==> config.mk <==
export PLATFORM = sky130hd
export DESIGN_NAME = cache_fill_arbiter_flat
export DESIGN_NICKNAME = d
export VERILOG_FILES = /design/src/rtl/cache_pkg.sv /design/src/rtl/cache_fill_arbiter_if.sv /design/src/rtl/fill_word_counter.sv /design/src/rtl/cache_fill_arbiter.sv /design/src/flat_wrapper.sv
export SDC_FILE = /design/constraint.sdc
export NUM_CORES = 1
export LEC_CHECK = 0
export ABC_AREA = 1
export BUFFER_PORTS_ARGS = -buffer_cell sky130_fd_sc_hd__clkbuf_2
export CAP_MARGIN = 20
export CORE_MARGIN = 2
export CORE_UTILIZATION = 40
export CTS_CLUSTER_DIAMETER = 200
export DETAILED_ROUTE_END_ITERATION = 8
export GPL_TIMING_DRIVEN = 0
export HOLD_SLACK_MARGIN = 0.08
export MAX_ROUTING_LAYER = met4
export PLACE_DENSITY = 0.71
export SLEW_MARGIN = 20
export SYNTH_ARGS = -nofsm -noshare
export SYNTH_HDL_FRONTEND = slang
export SYNTH_SLANG_ARGS = --single-unit
==> constraint.sdc <==
create_clock -name clk -period 3.92 [get_ports clk]
set_input_delay 0.392 -clock clk [delete_from_list [all_inputs] [get_ports clk]]
set_output_delay 0.392 -clock clk [all_outputs]
set_load 0.1 [all_outputs]
==> src/rtl/cache_pkg.sv <==
// Shared cache-subsystem definitions: widths, block geometry, arbiter state
// encoding and the block-base alignment helper used by caches and memory.
package cache_pkg;

  localparam int ADDR_W   = 16;
  localparam int DATA_W   = 16;
  localparam int WORDS    = 8;
  localparam int MEM_LAT  = 4;
  localparam int OFF_W    = $clog2(WORDS);
  localparam int CNT_W    = OFF_W + 1;
  localparam int BLK_BITS = $clog2(WORDS * DATA_W / 8);

  typedef enum logic [1:0] {
    IDLE   = 2'd0,
    WRITE  = 2'd1,
    FILL_I = 2'd2,
    FILL_D = 2'd3
  } arb_state_e;

  function automatic logic [ADDR_W-1:0] block_base(input logic [ADDR_W-1:0] addr);
    return {addr[ADDR_W-1:BLK_BITS], {BLK_BITS{1'b0}}};
  endfunction

endpackage

==> src/rtl/cache_fill_arbiter_if.sv <==
// Request, memory and cache-fill signals of the fill arbiter.
// master = arbiter side, slave = caches plus main memory.
interface cache_fill_arbiter_if;
  import cache_pkg::*;

  logic              i_miss;
  logic [ADDR_W-1:0] i_miss_addr;
  logic              d_miss;
  logic [ADDR_W-1:0] d_miss_addr;
  logic              d_write;
  logic [ADDR_W-1:0] d_write_addr;
  logic [DATA_W-1:0] d_write_data;
  logic              mem_en;
  logic              mem_wr;
  logic [ADDR_W-1:0] mem_addr;
  logic [DATA_W-1:0] mem_wdata;
  logic              mem_data_valid;
  logic [DATA_W-1:0] mem_rdata;
  logic [DATA_W-1:0] fill_data;
  logic [OFF_W-1:0]  fill_word;
  logic              fill_i_we;
  logic              fill_d_we;
  logic              tag_i_we;
  logic              tag_d_we;
  logic              i_done;
  logic              d_done;
  logic              d_write_ack;

  modport master (
    input  i_miss, i_miss_addr, d_miss, d_miss_addr,
    input  d_write, d_write_addr, d_write_data,
    input  mem_data_valid, mem_rdata,
    output mem_en, mem_wr, mem_addr, mem_wdata,
    output fill_data, fill_word, fill_i_we, fill_d_we,
    output tag_i_we, tag_d_we, i_done, d_done, d_write_ack
  );

  modport slave (
    output i_miss, i_miss_addr, d_miss, d_miss_addr,
    output d_write, d_write_addr, d_write_data,
    output mem_data_valid, mem_rdata,
    input  mem_en, mem_wr, mem_addr, mem_wdata,
    input  fill_data, fill_word, fill_i_we, fill_d_we,
    input  tag_i_we, tag_d_we, i_done, d_done, d_write_ack
  );

endinterface

==> src/rtl/fill_word_counter.sv <==
// Word counter for block fills: clear beats increment, and it saturates at
// WORDS so a stray extra pulse can never wrap it back into the block.
module fill_word_counter
  import cache_pkg::*;
(
  input  logic             clk,
  input  logic             rst,
  input  logic             clr,
  input  logic             inc,
  output logic [CNT_W-1:0] count,
  output logic             last
);

  logic [CNT_W-1:0] count_q;
  logic [CNT_W-1:0] count_d;

  // next count
  always_comb begin
    count_d = count_q;
    if (clr) begin
      count_d = {CNT_W{1'b0}};
    end else if (inc && !count_q[CNT_W-1]) begin
      count_d = count_q + CNT_W'(1);
    end else begin
      count_d = count_q;
    end
  end

  // count register
  always_ff @(posedge clk) begin
    if (rst) begin
      count_q <= {CNT_W{1'b0}};
    end else begin
      count_q <= count_d;
    end
  end

  assign count = count_q;
  assign last  = (count_q == CNT_W'(WORDS - 1));

endmodule

==> src/rtl/cache_fill_arbiter.sv <==
// Grants the shared pipelined main memory to the I- or D-cache: 8-word block
// fills with tag write on the last word, and single-word write-through stores.
module cache_fill_arbiter
  import cache_pkg::*;
(
  input logic                  clk,
  input logic                  rst,
  cache_fill_arbiter_if.master bus
);

  arb_state_e        state_q, state_d;
  logic [ADDR_W-1:0] base_q, base_d;
  logic              mem_en_q, mem_en_d;
  logic              mem_wr_q, mem_wr_d;
  logic [ADDR_W-1:0] mem_addr_q, mem_addr_d;
  logic [DATA_W-1:0] mem_wdata_q, mem_wdata_d;
  logic              ack_q, ack_d;

  logic [CNT_W-1:0]  iss_cnt, ret_cnt;
  logic              iss_last, ret_last;
  logic              filling, ret_ok, fill_end;

  // Returns are only accepted while filling; anything else on mem_data_valid is noise.
  assign filling  = (state_q == FILL_I) || (state_q == FILL_D);
  assign ret_ok   = filling && bus.mem_data_valid && !ret_cnt[CNT_W-1];
  assign fill_end = ret_ok && ret_last;

  fill_word_counter u_iss (
    .clk   (clk),
    .rst   (rst),
    .clr   (fill_end),
    .inc   (filling && mem_en_q),
    .count (iss_cnt),
    .last  (iss_last)
  );

  fill_word_counter u_ret (
    .clk   (clk),
    .rst   (rst),
    .clr   (fill_end),
    .inc   (ret_ok),
    .count (ret_cnt),
    .last  (ret_last)
  );

  // next state and next-cycle memory command
  always_comb begin
    state_d     = state_q;
    base_d      = base_q;
    mem_en_d    = 1'b0;
    mem_wr_d    = 1'b0;
    mem_addr_d  = {ADDR_W{1'b0}};
    mem_wdata_d = {DATA_W{1'b0}};
    ack_d       = 1'b0;
    case (state_q)
      IDLE: begin
        if (bus.d_miss) begin
          state_d    = FILL_D;
          base_d     = block_base(bus.d_miss_addr);
          mem_en_d   = 1'b1;
          mem_addr_d = block_base(bus.d_miss_addr);
        end else if (bus.d_write) begin
          state_d     = WRITE;
          mem_en_d    = 1'b1;
          mem_wr_d    = 1'b1;
          mem_addr_d  = bus.d_write_addr;
          mem_wdata_d = bus.d_write_data;
          ack_d       = 1'b1;
        end else if (bus.i_miss) begin
          state_d    = FILL_I;
          base_d     = block_base(bus.i_miss_addr);
          mem_en_d   = 1'b1;
          mem_addr_d = block_base(bus.i_miss_addr);
        end else begin
          state_d = IDLE;
        end
      end
      WRITE: begin
        state_d = IDLE;
      end
      FILL_I, FILL_D: begin
        // The read issued this cycle is word iss_cnt; queue up the following one.
        if (fill_end) begin
          state_d = IDLE;
        end else if (mem_en_q && !iss_last && !iss_cnt[CNT_W-1]) begin
          mem_en_d   = 1'b1;
          mem_addr_d = base_q | ADDR_W'({iss_cnt[OFF_W-1:0] + OFF_W'(1), 1'b0});
        end else begin
          mem_en_d = 1'b0;
        end
      end
      default: begin
        state_d = IDLE;
      end
    endcase
  end

  // state, latched base and registered memory command
  always_ff @(posedge clk) begin
    if (rst) begin
      state_q     <= IDLE;
      base_q      <= {ADDR_W{1'b0}};
      mem_en_q    <= 1'b0;
      mem_wr_q    <= 1'b0;
      mem_addr_q  <= {ADDR_W{1'b0}};
      mem_wdata_q <= {DATA_W{1'b0}};
      ack_q       <= 1'b0;
    end else begin
      state_q     <= state_d;
      base_q      <= base_d;
      mem_en_q    <= mem_en_d;
      mem_wr_q    <= mem_wr_d;
      mem_addr_q  <= mem_addr_d;
      mem_wdata_q <= mem_wdata_d;
      ack_q       <= ack_d;
    end
  end

  assign bus.mem_en      = mem_en_q;
  assign bus.mem_wr      = mem_wr_q;
  assign bus.mem_addr    = mem_addr_q;
  assign bus.mem_wdata   = mem_wdata_q;
  assign bus.d_write_ack = ack_q;

  // Fill writes follow the returning data in the same cycle.
  assign bus.fill_data = ret_ok ? bus.mem_rdata : {DATA_W{1'b0}};
  assign bus.fill_word = ret_ok ? ret_cnt[OFF_W-1:0] : {OFF_W{1'b0}};
  assign bus.fill_i_we = ret_ok && (state_q == FILL_I);
  assign bus.fill_d_we = ret_ok && (state_q == FILL_D);
  assign bus.tag_i_we  = fill_end && (state_q == FILL_I);
  assign bus.tag_d_we  = fill_end && (state_q == FILL_D);
  assign bus.i_done    = fill_end && (state_q == FILL_I);
  assign bus.d_done    = fill_end && (state_q == FILL_D);

endmodule

==> src/flat_wrapper.sv <==
// flat-port wrapper written by rule: the top's interface ports become plain ports
module cache_fill_arbiter_flat import cache_pkg::*;
  (clk, rst, bus_i_miss, bus_i_miss_addr, bus_d_miss, bus_d_miss_addr, bus_d_write, bus_d_write_addr, bus_d_write_data, bus_mem_data_valid, bus_mem_rdata, bus_mem_en, bus_mem_wr, bus_mem_addr, bus_mem_wdata, bus_fill_data, bus_fill_word, bus_fill_i_we, bus_fill_d_we, bus_tag_i_we, bus_tag_d_we, bus_i_done, bus_d_done, bus_d_write_ack);
  cache_fill_arbiter_if bus_i ();
  input logic clk;
  input logic rst;
  input wire logic [$bits(bus_i.i_miss)-1:0] bus_i_miss;
  input wire logic [$bits(bus_i.i_miss_addr)-1:0] bus_i_miss_addr;
  input wire logic [$bits(bus_i.d_miss)-1:0] bus_d_miss;
  input wire logic [$bits(bus_i.d_miss_addr)-1:0] bus_d_miss_addr;
  input wire logic [$bits(bus_i.d_write)-1:0] bus_d_write;
  input wire logic [$bits(bus_i.d_write_addr)-1:0] bus_d_write_addr;
  input wire logic [$bits(bus_i.d_write_data)-1:0] bus_d_write_data;
  input wire logic [$bits(bus_i.mem_data_valid)-1:0] bus_mem_data_valid;
  input wire logic [$bits(bus_i.mem_rdata)-1:0] bus_mem_rdata;
  output wire logic [$bits(bus_i.mem_en)-1:0] bus_mem_en;
  output wire logic [$bits(bus_i.mem_wr)-1:0] bus_mem_wr;
  output wire logic [$bits(bus_i.mem_addr)-1:0] bus_mem_addr;
  output wire logic [$bits(bus_i.mem_wdata)-1:0] bus_mem_wdata;
  output wire logic [$bits(bus_i.fill_data)-1:0] bus_fill_data;
  output wire logic [$bits(bus_i.fill_word)-1:0] bus_fill_word;
  output wire logic [$bits(bus_i.fill_i_we)-1:0] bus_fill_i_we;
  output wire logic [$bits(bus_i.fill_d_we)-1:0] bus_fill_d_we;
  output wire logic [$bits(bus_i.tag_i_we)-1:0] bus_tag_i_we;
  output wire logic [$bits(bus_i.tag_d_we)-1:0] bus_tag_d_we;
  output wire logic [$bits(bus_i.i_done)-1:0] bus_i_done;
  output wire logic [$bits(bus_i.d_done)-1:0] bus_d_done;
  output wire logic [$bits(bus_i.d_write_ack)-1:0] bus_d_write_ack;
  assign bus_i.i_miss = bus_i_miss;
  assign bus_i.i_miss_addr = bus_i_miss_addr;
  assign bus_i.d_miss = bus_d_miss;
  assign bus_i.d_miss_addr = bus_d_miss_addr;
  assign bus_i.d_write = bus_d_write;
  assign bus_i.d_write_addr = bus_d_write_addr;
  assign bus_i.d_write_data = bus_d_write_data;
  assign bus_i.mem_data_valid = bus_mem_data_valid;
  assign bus_i.mem_rdata = bus_mem_rdata;
  assign bus_mem_en = bus_i.mem_en;
  assign bus_mem_wr = bus_i.mem_wr;
  assign bus_mem_addr = bus_i.mem_addr;
  assign bus_mem_wdata = bus_i.mem_wdata;
  assign bus_fill_data = bus_i.fill_data;
  assign bus_fill_word = bus_i.fill_word;
  assign bus_fill_i_we = bus_i.fill_i_we;
  assign bus_fill_d_we = bus_i.fill_d_we;
  assign bus_tag_i_we = bus_i.tag_i_we;
  assign bus_tag_d_we = bus_i.tag_d_we;
  assign bus_i_done = bus_i.i_done;
  assign bus_d_done = bus_i.d_done;
  assign bus_d_write_ack = bus_i.d_write_ack;
  cache_fill_arbiter u_core (.clk(clk), .rst(rst), .bus(bus_i));
endmodule
==> results of run 1 <==
## worst min path at each step
stage / startpoint / slack (ns) / cells after the start / to
after floorplan: u_core.base_q[4] / 0.46 / 2 / u_core.base_q[4]
after global placement: u_core.base_q[7] / 0.47 / 2 / u_core.base_q[7]
after detailed placement: u_core.base_q[7] / 0.47 / 2 / u_core.bus.mem_addr[7]
after CTS: bus_d_write_data[0] / 0.27 / 3 / u_core.bus.mem_wdata[0]
after global routing: bus_d_write_data[11] / 0.27 / 3 / u_core.bus.mem_wdata[11]
final: bus_d_write_data[0] / 0.28 / 3 / u_core.bus.mem_wdata[0]
## sequential cells by signal, indices dropped and copies added, names as in the netlist
| signal | cells |
|---|---|
| u_core.bus.mem_addr | 16 |
| u_core.bus.mem_wdata | 16 |
| u_core.base_q | 12 |
| u_core.u_iss.count | 4 |
| u_core.u_ret.count | 4 |
| u_core.state_q | 2 |
| u_core.bus.mem_en | 1 |
| u_core.bus.mem_wr | 1 |
## stage by stage
step | instance area, µm² | hold slack, ns
after global routing | 3580 | 0.275
after floorplan | 2710 | 0.455
after CTS | 3580 | 0.269
final | 3580 | 0.279
after global placement | 3470 | 0.466
after detailed placement | 3470 | 0.472
## per-layer routing
| layer | vias up | global-route usage | wire length (µm) |
|---|---|---|---|
| met5 | - | - | 0 |
| met4 | 0 | 0.0625 | 68 |
| met3 | 5 | 0.0286 | 414 |
| met2 | 107 | 0.316 | 3130 |
| met1 | 1149 | 0.211 | 2920 |
| li1 | 1467 | - | - |
## area by class of cell
class                   instances  area share
clock buffers                   6      0.0203
inverters                      62      0.0650
well taps                      77      0.0269
flip-flops and latches         56       0.313
clock inverters                 2     0.00979
repair buffers                134       0.187
plain buffers                  23      0.0423
multi-input cells             249       0.335
## report_power, final
part / total, mW / internal, mW / switching (mW)
logic: 0.422 / 0.101 / 0.321
registers: 0.628 / 0.606 / 0.0216
clock network: 0.364 / 0.190 / 0.174
total: 1.41 / 0.897 / 0.517
## placed cells by master (no fill, tap or decap), drive strengths merged
master,count
a21oi,25
o21ai,22
buf,16
nor2,89
nand2,70
bufinv,1
clkinv,1
o31ai,1
nand3,38
dfxtp,56
nand4,1
ha,2
nor3,1
clkbuf,147
inv,62
## worst reg2reg max path: cells and delay by family, from the launching register on
kind                   cells  cell delay [ns]
buffers and inverters      1             0.17
flip-flops                 1             0.54
AO/OA/AOI/OAI              1             0.08
AND/OR/NAND/NOR            4             0.48
## logic make-up after synthesis
family / after synthesis / share of synthesized area
AOI/OAI and AO/OA: 48 / 0.101
adders and majority gates: 2 / 0.00925
buffers and inverters: 85 / 0.142
DFF: 56 / 0.414
and+or+nand+nor: 199 / 0.333
==> out/metrics.csv, run 1 <==
metric,value,unit
grt_pass1_vias,2508,
synthFlopType,dfxtp_1,
path_common_cell,nand2_1,
grt_max_degree,17,
start_util,0.419,
cp.depth,7,
fin_ws,1.40,ns
slew_violations,0,
yosys-top-cells-area,"dfxtp_1 (41%), nor2_1 (12%), nand2_1 (9.4%)",
hold_path_class,in2reg,
ir_drop,0.176,mV
die_h,86.2,µm
ant_nets,0,
port-buffer-count,134,
powerDensity,395,nW/µm²
dp_hpwl,5430,µm
synth-async-reset-ratio,0,
drc,0,
relSlewSlack,0.594,
diodes,0,
path_max_fanout,10,
cts_root_buf,clkbuf_8,
routed_via_density,4.48,
synth_area_per_cell,6.94,µm²
routed_wl,6530,µm
clock_path_buffers,2,
io_pins,146,
ff2ff_setup_slack,2.50,ns
seq_area,1120,µm²
postCtsHoldBufs,0,
crit_required,3.53,ns
synthesis.area,2710,µm²
r2r_start,u_core.state_q[1],
crit_family,buffers and inverters,
reg2reg_depth,6,
crit_arrival,2.13,ns
hold_viol_final,0,
slowest_delay,0.54,ns
place_inst,601,
netlist_instances,390,
clock.fmax,396,MHz
setup_viol,0,
power.total,1.41,mW
startpoint_type,flip-flop,
multi_input_area,1200,µm²
synth_edf_count,0,
ys_warn_count,0,
status,finished clean,
synth.distinct_cells,27,
grt_pass1_wl,10600,µm
grt_overflow_total,0,
first_pass_iters,4,
path_class,reg2out,
rsz0062_at_grt,false,
post_drt_wl_per_cell,10.7,µm
cts_tree,yes,
postCtsSetupBuffers,0,
num_vias,2728,
path_clk_slew,0.10,ns
critPathBufInv,3,
finClkSkew,0.0106,ns
tns,0,ns
crit_path_end,bus_tag_d_we,
routabilityCongestion,0.862,
cts_made_buffers,5,
core_area,6460,µm²
yosysTopAreaCell,dfxtp_1,
dieArea,7440,µm²
synth-seq-cells,56,
timing.rr.end,u_core.bus.mem_addr[6],
cp-end-kind,output pin,
slowest_stage,dfxtp_1,
areaGrowthSynthToFinish,32.3,%
htreeDepth,2,
place_ws,1.74,ns
syn_nets,478,
final_core_util,0.554,
synth_top_area_frac,0.414,
fin_cells,609,
yosys-top-cells-count,"nor2_1 (84), nand2_1 (68), inv_1 (62), dfxtp_1 (56), nand3_1 (28)",
path_cells,nand2_1 > nor2_2 > nand2_1 > buf_6 > nor2_1 > buf_4 > clkbuf_2,
num_rows,29,
cts.repair.resized,0,
post-route-period-util,0.644,
fill_cells,655,
ys_seq_area_frac,0.414,
fin_crit,2.52,ns
cts.sinks,56,
die_x,86.2,µm
nNetsFinal,619,
track_usage,0.181,
drive_gt1_frac,0.344,
critPathLaunch,u_core.state_q[1],
clock_latency,0.30,ns
p_leak,1.96,nW
antenna_found_initial,0,
max_slew.worst_pin.slew,0.609,ns
drv_cap,0,
synth.most_common_cell,nor2_1,
drt_iter0_markers,127,
(Power assumes the default switching activity.)
==> inputs of run 2 (changes only) <==
- ABC_AREA: 1 -> 0
- CORE_UTILIZATION: 40 -> 38
- PLACE_DENSITY: 0.71 -> 0.73
- clock period: 3.92 -> 2 ns (I/O delays scaled with it)
==> run 2 against run 1 <==
Critical path depth shrank 2. Clock skew down 0.0046 ns. Worst hold slack got worse by 0.19 ns. Count of clock-buffer cells in the layout decreased by 1. Critical endpoint is now bus_fill_data[10]. Largest cell class is now sequential cells. Highest routed layer unchanged.
==> out/metrics.csv, run 2 <==
metric,value,unit,change
place_ws,0.0402,ns,-1.70 ns
slowest_stage,dfxtp_4,,
routed_wl,6650,µm,+1.8%
grt_pass1_vias,2111,,-16%
ys_seq_area_frac,0.479,,+0.0645
dieArea,6800,µm²,-8.5%
final_cell_mix,"clkbuf_2 (113), dfxtp_1 (54), and2_1 (38), nor2_1 (33), clkbuf_8 (19)",,
io_pins,146,,unchanged
cts_root_buf,clkbuf_8,,
clock_latency,0.31,ns,about the same
num_rows,28,,-3.4%
pwr-share-clk,0.232,,-0.026
post-route-period-util,0.963,,
hold_path_class,in2reg,,
antenna_found_initial,0,,unchanged
start_util,0.395,,-0.0234
post_drt_wl_per_cell,14.3,µm,+34%
diodes,0,,unchanged
r2r_start,u_core.u_ret.count[0],,
max_slew.worst_pin.slew,0.545,ns,-0.0641 ns
yosysTopAreaCell,dfxtp_1,,
startpoint_type,flip-flop,,
yosys-top-cells-area,"dfxtp_1 (48%), and2_1 (10%), nor2_1 (5.6%)",,
path_clk_slew,0.10,ns,about the same
status,finished clean,,
grt_pass1_wl,10000,µm,-6.0%
nNetsFinal,476,,-23%
num_vias,2297,,-16%
ant_nets,0,,unchanged
drive_gt1_frac,0.440,,+0.0956
synth_top_area_frac,0.479,,+0.0645
holdWs,0.0878,ns,-0.191 ns
synth_edf_count,0,,unchanged
fin_ws,0.0741,ns,-1.32 ns
clock_path_buffers,2,,unchanged
synthesis.area,2340,µm²,-13%
grt_max_degree,19,,+2
synth_area_per_cell,9.84,µm²,+42%
fin_crit,1.93,ns,
hold_viol_final,0,,unchanged
p_leak,1.68,nW,-15%
cts_tree,yes,,
syn_nets,326,,-32%
clock.fmax,519,MHz,
routabilityCongestion,0.835,,-3.2%
slew_violations,0,,unchanged
core_area,5920,µm²,-8.3%
cp.depth,5,,-2
drt_iter0_markers,62,,-51%
synth-seq-cells,56,,unchanged
routed_via_density,4.95,,+11%
path_class,reg2out,,
first_pass_iters,4,,unchanged
layout_commonest_cell,clkbuf_2,,
path_max_fanout,10,,unchanged
fill_cells,542,,-17%
areaGrowthSynthToFinish,49.2,%,
critPathLaunch,u_core.state_q[1],,
switching_power,1.01,mW,+95%
timing.rr.end,u_core.bus.mem_addr[8],,
crit_family,buffers and inverters,,
htreeDepth,2,,unchanged
p_comb_frac,0.307,,+0.009
track_usage,0.200,,+0.0188
internal-power,1.67,mW,+87%
reg2reg_depth,6,,unchanged
ff2ff_setup_slack,0.18,ns,-2.32 ns
crit_path_end,bus_fill_data[10],,
ir_drop,0.396,mV,+130%
grt_overflow_total,0,,unchanged
cp-end-kind,output pin,,
crit_arrival,1.73,ns,-0.40 ns
synth.most_common_cell,dfxtp_1,,
cts_made_buffers,5,,unchanged
die_h,82.5,µm,-4.3%
fin_cells,464,,-24%
ys_warn_count,0,,unchanged
relSlewSlack,0.636,,+0.0428
cts.sinks,56,,unchanged
synth.distinct_cells,36,,+33%
postCtsSetupBuffers,0,,unchanged
finClkSkew,0.00607,ns,-0.00456 ns
slowest_delay,0.41,ns,-0.13 ns
power_frac_seq,0.460,,+0.016
dp_hpwl,4780,µm,-12%
die_x,82.5,µm,-4.3%
synth-async-reset-ratio,0,,unchanged
drc,0,,unchanged
p_sw_frac,0.376,,+0.0105
synthFlopType,dfxtp_1,,
powerDensity,769,nW/µm²,+95%
port-buffer-count,136,,+1.5%
place_inst,449,,-25%
netlist_instances,238,,-39%
critPathBufInv,3,,unchanged
drv_cap,0,,unchanged
path_cells,and3b_1 > clkbuf_4 > buf_2 > and2_1 > clkbuf_8,,
yosys-top-cells-count,"dfxtp_1 (56), and2_1 (38), nor2_1 (35), mux2i_1 (13)",,
setup_viol,0,,unchanged
crit_required,1.80,ns,-1.73 ns
[run 2: through the flow]
step / util / TNS [ns] / cell area [µm²] / power, mW
CTS: 0.583 / 0 / 3450 / 2.69
detailed placement: 0.534 / 0 / 3160 / 2.05
global placement: 0.534 / 0 / 3160 / 2.04
finish: 0.590 / 0 / 3490 / 2.68
global route: 0.590 / -0.000601 / 3490 / 2.81
floorplan: - / 0 / 2390 / 1.86
[run 2: area by class of cell]
| type | count | area (µm²) | share of cell area |
|---|---|---|---|
| sequential | 56 | 1130 | 0.322 |
| multi-input combinational | 161 | 1130 | 0.322 |
| timing repair buffer | 143 | 898 | 0.257 |
| buffer | 20 | 151 | 0.0434 |
| tap | 75 | 93.8 | 0.0269 |
| clock buffer | 5 | 68.8 | 0.0197 |
| clock inverter | 3 | 23.8 | 0.00681 |
| inverter | 1 | 3.75 | 0.00107 |
[run 2: cell families after synthesis]
group / count (synthesis) / synth area share
adders and majority gates: 2 / 0.0107
muxes: 13 / 0.0556
AOI/OAI and AO/OA: 49 / 0.166
and+or+nand+nor: 92 / 0.216
xor gates and xnor gates: 5 / 0.0187
DFF: 56 / 0.479
buffers and inverters: 21 / 0.0534
[run 2: power groups by stage]
stage / Combinational, mW / Clock [mW] / Sequential [mW]
after floorplan: 0.349 / 0 / 1.51
after global placement: 0.780 / 0 / 1.26
after detailed placement: 0.788 / 0 / 1.26
after CTS: 0.817 / 0.643 / 1.23
after global routing: 0.876 / 0.692 / 1.25
final: 0.825 / 0.624 / 1.24
[run 2: worst min-delay path by stage]
stage                               end                 start  slack, ns  cells past startpoint
2_1_floorplan    u_core.bus.mem_addr[1]   bus_d_write_addr[1]       0.31                      2
3_3_place_gp   u_core.bus.mem_wdata[14]  bus_d_write_data[14]       0.40                      2
3_5_place_dp     u_core.bus.mem_addr[1]   bus_d_write_addr[1]       0.40                      3
4_1_cts         u_core.bus.mem_wdata[2]   bus_d_write_data[2]       0.08                      2
5_1_grt         u_core.bus.mem_wdata[7]   bus_d_write_data[7]       0.08                      2
6_report        u_core.bus.mem_wdata[5]   bus_d_write_data[5]       0.09                      2
[run 2: what timing repair did]
item                       CTS  global route
hold endpoints to repair     4             3
gates resized for setup     42            14
hold buffers                 4             3
setup endpoints to repair   25            26
[run 2: routing by layer]
metal / global-route usage / share of wire / routed length [µm] / vias to the layer above
met2: 0.340 / 0.51 / 3370 / 92
met4: 0.0721 / 0.019 / 128 / 0
met5: - / 0 / 0 / -
met3: 0.0359 / 0.075 / 501 / 9
li1: - / - / - / 1139
met1: 0.236 / 0.40 / 2650 / 1057
